### config.mk
export PLATFORM = sky130hd
export DESIGN_NAME = ifetch_ctrl
export DESIGN_NICKNAME = d
export VERILOG_FILES = /design/src/rtl/ifetch_ctrl.sv
export SDC_FILE = /design/constraint.sdc
export NUM_CORES = 1
export LEC_CHECK = 0
export CAP_MARGIN = 20
export CORE_MARGIN = 2
export CORE_UTILIZATION = 45
export CTS_CLUSTER_SIZE = 24
export DETAILED_ROUTE_END_ITERATION = 7
export DONT_BUFFER_PORTS = 1
export GPL_ROUTABILITY_DRIVEN = 0
export GPL_TIMING_DRIVEN = 0
export PLACE_DENSITY = 0.7
export SYNTH_ARGS = -nofsm -noshare
export SYNTH_HDL_FRONTEND = slang
export SYNTH_SLANG_ARGS = --single-unit
### constraint.sdc
create_clock -name clk -period 4.63 [get_ports clk]
set_clock_uncertainty 0.1 [all_clocks]
set_input_delay 0.926 -clock clk [delete_from_list [all_inputs] [get_ports clk]]
set_output_delay 0.926 -clock clk [all_outputs]
set_load 0.1 [all_outputs]
### src/rtl/ifetch_ctrl.sv
// Instruction fetch/sequencing controller for the HRM CPU: fetches opcode and operand at PC,
// hands the instruction to execute, and drives the PC strobes. Optional feature: ILLEGAL_TRAP_EN.
module ifetch_ctrl #(
    parameter int         MEM_LAT  = 1,
    parameter logic [7:0] HALT_OPC = 8'hF0
) (
    input  logic       clk,
    input  logic       rst,
    input  logic [7:0] memData,
    input  logic       execDone,
    output logic       memRd,
    output logic [7:0] IR,
    output logic [7:0] jmpAddr,
    output logic       execStart,
    output logic       wPC,
    output logic       branch,
    output logic       ijump,
    output logic       halted,
    output logic       illegal
);
    typedef enum logic [2:0] {
        FETCH_OP, WAIT_OP, FETCH_ARG, WAIT_ARG, EXEC, WAIT_EX, HALT
    } state_t;

    localparam logic [1:0] LAT_CNT = 2'(MEM_LAT);

    state_t     state_q;
    logic [1:0] cnt_q;
    logic [7:0] ir_q;
    logic [7:0] jmp_q;
    logic       mem_rd_q;
    logic       exec_start_q;
    logic       wpc_q;
    logic       branch_q;
    logic       ijump_q;
    logic       halted_q;
    logic       data_ready_s;

    function automatic logic needs_operand(input logic [7:0] op);
        return (op[7:4] >= 4'h2) && (op[7:4] <= 4'hA);
    endfunction

    function automatic logic is_jump(input logic [7:0] op);
        return (op[7:4] >= 4'h8) && (op[7:4] <= 4'hA);
    endfunction

    function automatic logic is_ijump(input logic [7:0] op);
        return op[7:4] == 4'h8;
    endfunction

    // Anything outside the defined map that is not the exact halt byte.
    function automatic logic is_illegal(input logic [7:0] op);
        return (op[7:4] >= 4'hB) && (op != HALT_OPC);
    endfunction

    assign data_ready_s = (cnt_q == LAT_CNT);

`ifdef ILLEGAL_TRAP_EN
    logic illegal_q;
    assign illegal = illegal_q;
`else
    assign illegal = 1'b0;
`endif

    // Sequencer state, operand registers and registered strobes.
    always_ff @(posedge clk) begin
        if (rst) begin
            state_q      <= FETCH_OP;
            cnt_q        <= 2'd0;
            ir_q         <= 8'h00;
            jmp_q        <= 8'h00;
            mem_rd_q     <= 1'b0;
            exec_start_q <= 1'b0;
            wpc_q        <= 1'b0;
            branch_q     <= 1'b0;
            ijump_q      <= 1'b0;
            halted_q     <= 1'b0;
`ifdef ILLEGAL_TRAP_EN
            illegal_q    <= 1'b0;
`endif
        end else begin
            mem_rd_q     <= 1'b0;
            exec_start_q <= 1'b0;
            wpc_q        <= 1'b0;
            branch_q     <= 1'b0;
            ijump_q      <= 1'b0;
            case (state_q)
                FETCH_OP: begin
                    mem_rd_q <= 1'b1;
                    cnt_q    <= 2'd0;
                    state_q  <= WAIT_OP;
                end
                WAIT_OP: begin
                    if (!data_ready_s) begin
                        cnt_q <= cnt_q + 2'd1;
                    end else begin
                        ir_q <= memData;
                        if (memData == HALT_OPC) begin
                            halted_q <= 1'b1;
                            state_q  <= HALT;
                        end else if (needs_operand(memData)) begin
                            wpc_q   <= 1'b1;
                            state_q <= FETCH_ARG;
                        end else if (is_illegal(memData)) begin
`ifdef ILLEGAL_TRAP_EN
                            halted_q  <= 1'b1;
                            illegal_q <= 1'b1;
                            state_q   <= HALT;
`else
                            wpc_q   <= 1'b1;
                            state_q <= FETCH_OP;
`endif
                        end else begin
                            exec_start_q <= 1'b1;
                            state_q      <= EXEC;
                        end
                    end
                end
                FETCH_ARG: begin
                    mem_rd_q <= 1'b1;
                    cnt_q    <= 2'd0;
                    state_q  <= WAIT_ARG;
                end
                WAIT_ARG: begin
                    if (!data_ready_s) begin
                        cnt_q <= cnt_q + 2'd1;
                    end else begin
                        jmp_q        <= memData;
                        exec_start_q <= 1'b1;
                        state_q      <= EXEC;
                    end
                end
                // execDone arriving alongside execStart is deliberately dropped here.
                EXEC: begin
                    state_q <= WAIT_EX;
                end
                WAIT_EX: begin
                    if (execDone) begin
                        wpc_q    <= 1'b1;
                        branch_q <= is_jump(ir_q);
                        ijump_q  <= is_ijump(ir_q);
                        state_q  <= FETCH_OP;
                    end else begin
                        state_q <= WAIT_EX;
                    end
                end
                HALT: begin
                    state_q <= HALT;
                end
                default: begin
                    state_q <= FETCH_OP;
                end
            endcase
        end
    end

    assign memRd     = mem_rd_q;
    assign IR        = ir_q;
    assign jmpAddr   = jmp_q;
    assign execStart = exec_start_q;
    assign wPC       = wpc_q;
    assign branch    = branch_q;
    assign ijump     = ijump_q;
    assign halted    = halted_q;

endmodule

Yosys cells after proc, flatten, opt, wreduce, memory -nomap -nowiden
Index checks and enable logic that the tools add are counted.

Bits in registers: 27. Bits in latches: 0. Input bits: 11. Memory bits (writable): 0. Memory bits (read-only): 0. Memories: 0.

$lt $le $gt $ge: 5. $add $sub $neg: 1. Multipliers: 0. Shift-type cells: 0. Bitwise gates (word level): 2. Reductions and logical operators: 13. Divide/modulo/power cells: 0. Equal/unequal tests: 13. Muxes and demuxes: 22.

Operators by type and width (number): $pmux W3 S7 (1); $mux W3 (6); $mux W1 (11); $eq A3 B3 Y1 const B (3); $eq A8 B8 Y1 const B (1); $ge A4 B4 Y1 const B (2); $le A4 B4 Y1 const B (2); $ne A8 B8 Y1 const B (1); $reduce_and A2 Y1 (4); $eq A3 B2 Y1 const B (2); $ne A2 B2 Y1 const B (3); $eq A4 B4 Y1 const B (1); $ge A4 B2 Y1 const B (1); $pmux W1 S2 (2); $pmux W2 S2 (1); $reduce_or A2 Y1 (2); $eq A3 B1 Y1 const B (1); $logic_and A1 B1 Y1 (3); $logic_not A3 Y1 (1); $reduce_and A3 Y1 (1); $reduce_or A3 Y1 (1); $add A2 B1 Y2 const B (1); $eq A2 B1 Y1 const B (1); $mux W2 (1); 2 further kinds (3).

Depth between registers and ports, before layout
Gate-level depths: netlist (run 1).

Depth after elaboration: 7. Depth in mapped cells: 7.

Worst setup path before layout (run 1)
No wires, ideal clock.

Path type: reg-to-output. Start: register ir_q[4] (netlist: IR[4]). End: output port IR[4]. Setup slack: 2.648 ns. Buffers on the path: 0. Arrival time: 0.956 ns. Cell stages (with the launch flop): 1. Cells stage by stage: dfxtp_1.

RTL lines: start: declaration (RTL line 29) `logic [7:0] ir_q;`; start signal: assignment (RTL line 97) `ir_q <= memData;`; end: declaration (RTL line 12) `output logic [7:0] IR,`.

No word-level cell between the ends.

Final worst setup path (run 1)
Start: register ir_q[4] (netlist: IR[4]). End: output port IR[4].

No word-level cell between the ends.

==> out/results.ini, run 1 <==
[grt]
grt_pass1_wl_um=3546
antenna_found_initial=0
grtUsageMet3_pct=5.085
use_met1_pct=21.15
grt_pass1_vias=794
use_met2_pct=28.54
grt_max_degree=16
grt_busiest_layer=met2
grt_usage_pct=17.48
overflow=0

[final_layout]
n_antenna_cell=0
synthToLayoutAreaGrowth_pct=5.800
fillers=222
drive_gt1_share_pct=9.630
final_util_pct=51.09
final_nets=148

[floorplanning]
dieHeight_um=52.96
dieWidth_um=52.96
io_pins=34
dieArea_mm2=0.002804
start_util_pct=48.29
rows=17
core_area_mm2=0.002233

[pwr]
peakVddDrop_mv=0.1882
p_leak_nw=0.4013
power.density_mw_per_mm2=351.4

[clock_tree]
htree_levels=1
numCtsBuffers=3
clockBufferDepth=2
cts_resized=0
cts_tree=done
hold_buffers=0
cts_setup_buffers=0
clock_latency_ns=0.33
cts_sinks=27
clk_pin_slew_ns=0.15
cts-root-buf=clkbuf_4

[route]
num_vias=874
vias_per_cell=5.362
drt-total-wl_um=2264
routedWlPerCell_um=13.89
postRouteAntennaNets=0
drtIter0Drc=12
drtPass1Iterations=4
drc=0

[sta]
finalCriticalPeriod_ns=2.392
rsz0062_at_grt=false
fin_tns_setup_ns=0
setup_slack_ns=2.238
finalHoldViolations=0
relSlewSlack_pct=31.33
maxSlewViolCount=0
period_share_pct=51.67
tightest_slew_ns=1.029
fmax_mhz=418.0
setup_viol=0

[logic_synthesis]
syn_area_mm2=0.001079
ys.flop_type=dfxtp_1
synth_edf_count=0
synth.distinct_cells=29
synthTopCellsByCount=nand2_1, dfxtp_1, a21oi_1
synth_nets=143
synth_warnings=0
netlist.area_leader.share_pct=50.12
avgSynthCellArea_um2=8.233
synth.most_common_cell=nand2_1
yosys.area.top_type=dfxtp_1
synth_area_leaders=dfxtp_1, nand2_1, a21oi_1
ys_seq_area_share_pct=50.12
synth_seq_cells=27
netlist_instances=131
synthArstFlopShare_pct=0

[worst_setup_path]
crit_fanout=4
crit_path_end_kind=output pin
cp-start-kind=flip-flop
crit_type=reg2out
crit_arrival_ns=1.37
cp.required_ns=3.60

[placed_design]
pre_cts_slack_ns=2.613
portBuffers=0
hpwlAfterDp_um=1738

[outcome]
status=complete, no violations

[job]
max_cap_violations=0

[worst_hold_path]
hp-class=reg2reg

[routing by layer]
metal | part of all wire (%) | up-vias | routed length [µm]
li1 | - | 443 | -
met3 | 7.5 | 5 | 170
met2 | 48 | 29 | 1084
met1 | 43 | 397 | 973
met4 | 1.6 | 0 | 36
met5 | 0 | - | 0
[area by class of cell]
| type | count | area (µm²) | share of cell area, % |
|---|---|---|---|
| inverters | 2 | 7.507 | 0.6579 |
| flip-flops and latches | 27 | 540.5 | 47.37 |
| clock buffers | 3 | 22.52 | 1.974 |
| clock inverters | 1 | 5.005 | 0.4386 |
| well taps | 28 | 35.03 | 3.070 |
| plain buffers | 10 | 58.81 | 5.154 |
| multi-input cells | 92 | 471.7 | 41.34 |
[report_power, final]
| group | internal, W | switching (W) |
|---|---|---|
| sequential | 0.000238 | 0.0000274 |
| combinational | 0.0000131 | 0.0000205 |
| clock | 0.0000325 | 0.0000699 |
| total | 0.000283 | 0.000118 |
[cells in the final DEF, fill, tap and decap left out, types with 2 or more instances in the layout]
master    instances
clkbuf_4          3
buf_2             2
buf_4             3
a21oi_1          21
clkbuf_1          4
inv_1             2
nor2_1            5
dfxtp_1          27
nor3_1            5
a22oi_1           2
nand2_1          35
o21ai_0           6
a21o_1            2
[cells by family after synthesis]
family | synth area share [%]
AND/OR/NAND/NOR | 25.41
AO/OA/AOI/OAI | 16.82
flip-flops | 50.12
buffers and inverters | 6.148
adder cells (fa/ha/maj) | 1.160
other | 0.3477
[sequential cells by signal (all words and copies together), names as in the netlist]
register,cells
IR,8
branch,1
cnt_q,2
execStart,1
halted,1
ijump,1
jmpAddr,8
memRd,1
state_q,3
wPC,1
[final timing paths]
path	startpoint	to	slack, ns	cells after the start
setup reg to reg	IR[7]	ijump	2.91	3
hold reg to reg	cnt_q[1]	cnt_q[1]	0.44	2
setup / recovery	IR[4]	IR[4]	2.24	0
hold / removal	cnt_q[1]	cnt_q[1]	0.44	2
[per-stage QoR]
step / cell area (µm²) / hold slack (ns) / cells / total power [W]
floorplan: 1079 / 0.3779 / 131 / 0.0002977
global placement: 1114 / 0.3980 / 159 / 0.0003024
detailed placement: 1114 / 0.4118 / 159 / 0.0003041
CTS: 1141 / 0.4438 / 163 / 0.0004014
global route: 1141 / 0.5037 / 163 / 0.0004158
finish: 1141 / 0.4360 / 163 / 0.0004010
Power figures use the tool's default switching activity.
==> run 2, diff against run 1 <==
==> constraint.sdc (replaced) <==
create_clock -name clk -period 2.3 [get_ports clk]
set_clock_uncertainty 0.1 [all_clocks]
set_input_delay 0.46 -clock clk [delete_from_list [all_inputs] [get_ports clk]]
set_output_delay 0.46 -clock clk [all_outputs]
set_load 0.1 [all_outputs]
==> results of run 2 <==
Same layout as run 1 (identical final DEF). Status: complete, no violations.
Among the figures that moved: setup slack after placement 2.613 ns -> 0.6021 ns; setup slack after layout 2.238 ns -> 0.3737 ns; hold slack 0.4360 ns -> 0.1356 ns; register-to-register setup slack 2.91 ns -> 0.58 ns; end point of the worst hold path cnt_q[1] -> IR[2]; total power 0.0004010 W -> 0.0008072 W; worst IR drop on VDD 0.1882 mV -> 0.3789 mV
==> RTL edit, RTL diff (config.mk and constraints of run 2) <==
Add a define of `ILLEGAL_TRAP_EN`.
--- a/src/rtl/ifetch_ctrl.sv
+++ b/src/rtl/ifetch_ctrl.sv
@@ -2,2 +2,4 @@
 // hands the instruction to execute, and drives the PC strobes. Optional feature: ILLEGAL_TRAP_EN.
+`define ILLEGAL_TRAP_EN
+
 module ifetch_ctrl #(
Check against the original RTL: not equivalent (Yosys sat finds a counterexample within 4 cycles, from zero or initial values and one cycle with rst high).
==> RTL edit against run 2 <==
  * Final area increased by 8.4%
  * Sequential power increased by 6.4%
  * Sequential cell count increased by 1
  * Combinational power decreased by 0.9%
  * Maximum frequency decreased by 0.62%
  * Power increased by 7.4%
  * Setup slack got worse by 0.012 ns
  * Area after synthesis increased by 7.9%
  * Wire length increased by 2.3%
  * Critical endpoint is now IR[5]
  * Largest power group unchanged
==> RTL edit: results (changes against run 2) <==
routing:
  drt-initial-drc-count: 23  # +11
  num_vias: 920  # +5.3%
  firstDrtPassIters: 5  # +1
  via_per_inst: 5.412  # +0.93%
  finalWirelength_um: 2317  # +2.3%
place:
  placed_area_sq_mm: 0.001201  # +7.9%
  place_worst_setup_slack_ns: 0.4839  # -0.1181 ns
  dp_hpwl_um: 1748  # +0.61%
yosys:
  yosys.cell_types.count: 35  # +21%
  synth-seq-area-share: 0.4817  # -0.01944
  synthTopCellsByArea: "dfxtp_1 (48%), nand2_1 (11%), a21oi_1 (9.0%), nor3_1 (2.2%), nand4b_4 (2.0%)"
  synth_area_per_cell_sq_um: 8.556  # +3.9%
  yosys-top-cells-count: "nand2_1 (33), dfxtp_1 (28), a21oi_1 (21)"
hold_path:
  hold-path-endpoint: "IR[1]$_SDFFE_PP0P_"
  min_from: "memData[1]"
global_routing:
  grt.total_usage: 0.1651  # -0.009644
  first_global_vias: 810  # +2.0%
  grt_max_degree: 16  # unchanged
worst_setup_path:
  cp-endpoint: "IR[5]"
  worst-path-max-fanout: 4  # unchanged
  cp.arrival_ns: 1.38
  r2r_slack_ns: 0.46  # -0.12 ns
  r2r_cells: 2  # -1
  startpoint: "IR[5]$_SDFFE_PP0P_"
final_layout:
  antenna_cells: 0  # unchanged
  num-fill-cells: 240  # +8.1%
  nets: 153  # +3.4%
  drive_above_1_share: 0.1357  # +0.03942
power_and_ir_drop:
  p_leak_nw: 0.4585  # +14%
  max-vdd-ir-drop_mv: 0.4988  # +32%
run_status:
  status: "complete, no violations"
timing:
  fin_ws_ns: 0.3616  # -0.01208 ns
  relSlewSlack: 0.2854  # -0.02787
  fin_hold_ws_ns: 0.1583  # +0.02270 ns
cts:
  clk_pin_slew_ns: 0.14
RTL edit: changes by cell type after synthesis, sizes merged, moves of 2 or more:
cell    delta
o21ai      -2
inv        +4
a22oi      -2
nand2b     -2
RTL edit: layer usage:
metal,part of all wire,global-route usage,wire length (um),vias to the layer above
li1,-,-,-,474
met1,0.48,0.2358,1121,419
met2,0.44,0.2302,1027,25
met3,0.067,0.06284,155,2
met4,0.0056,0.04167,13,0
met5,0,0,0,-
RTL edit: kinds of logic (layout without fill, tap and decap cells):
family                     Yosys count  in the layout  share of synthesized area
DFF                                 28             28                     0.4817
buffers and inverters               16             20                    0.07203
adders and majority gates            1              1                    0.01075
AOI/OAI and AO/OA                   33             33                     0.1656
and+or+nand+nor                     58             58                     0.2699
RTL edit: final cells by class:
type | instances | area (sq um) | area share
Buffer | 10 | 61.31 | 0.04954
Tap cell | 30 | 37.54 | 0.03033
Sequential cell | 28 | 560.5 | 0.4530
Multi-Input combinational cell | 92 | 519.2 | 0.4196
Inverter | 6 | 22.52 | 0.01820
Clock buffer | 4 | 36.28 | 0.02932
RTL edit: worst reg2reg max path, stage by stage (launching register included):
cell and delay, ns:
dfxtp_1 1.00, or4b_4 0.58, nor3_2 0.10
RTL edit: report_power, final:
| part | switching (mW) | total (mW) | internal, mW |
|---|---|---|---|
| Sequential | 0.0704 | 0.568 | 0.498 |
| Combinational | 0.0382 | 0.0670 | 0.0289 |
| Clock | 0.135 | 0.232 | 0.0968 |
RTL edit: stage by stage:
stage / utilization / total power, mW
6_report: 0.5041 / 0.8670
5_1_grt: 0.5041 / 0.9038
4_1_cts: 0.5041 / 0.8764
3_5_place_dp: 0.4893 / 0.6462
3_3_place_gp: 0.4893 / 0.6439
2_1_floorplan: - / 0.6326
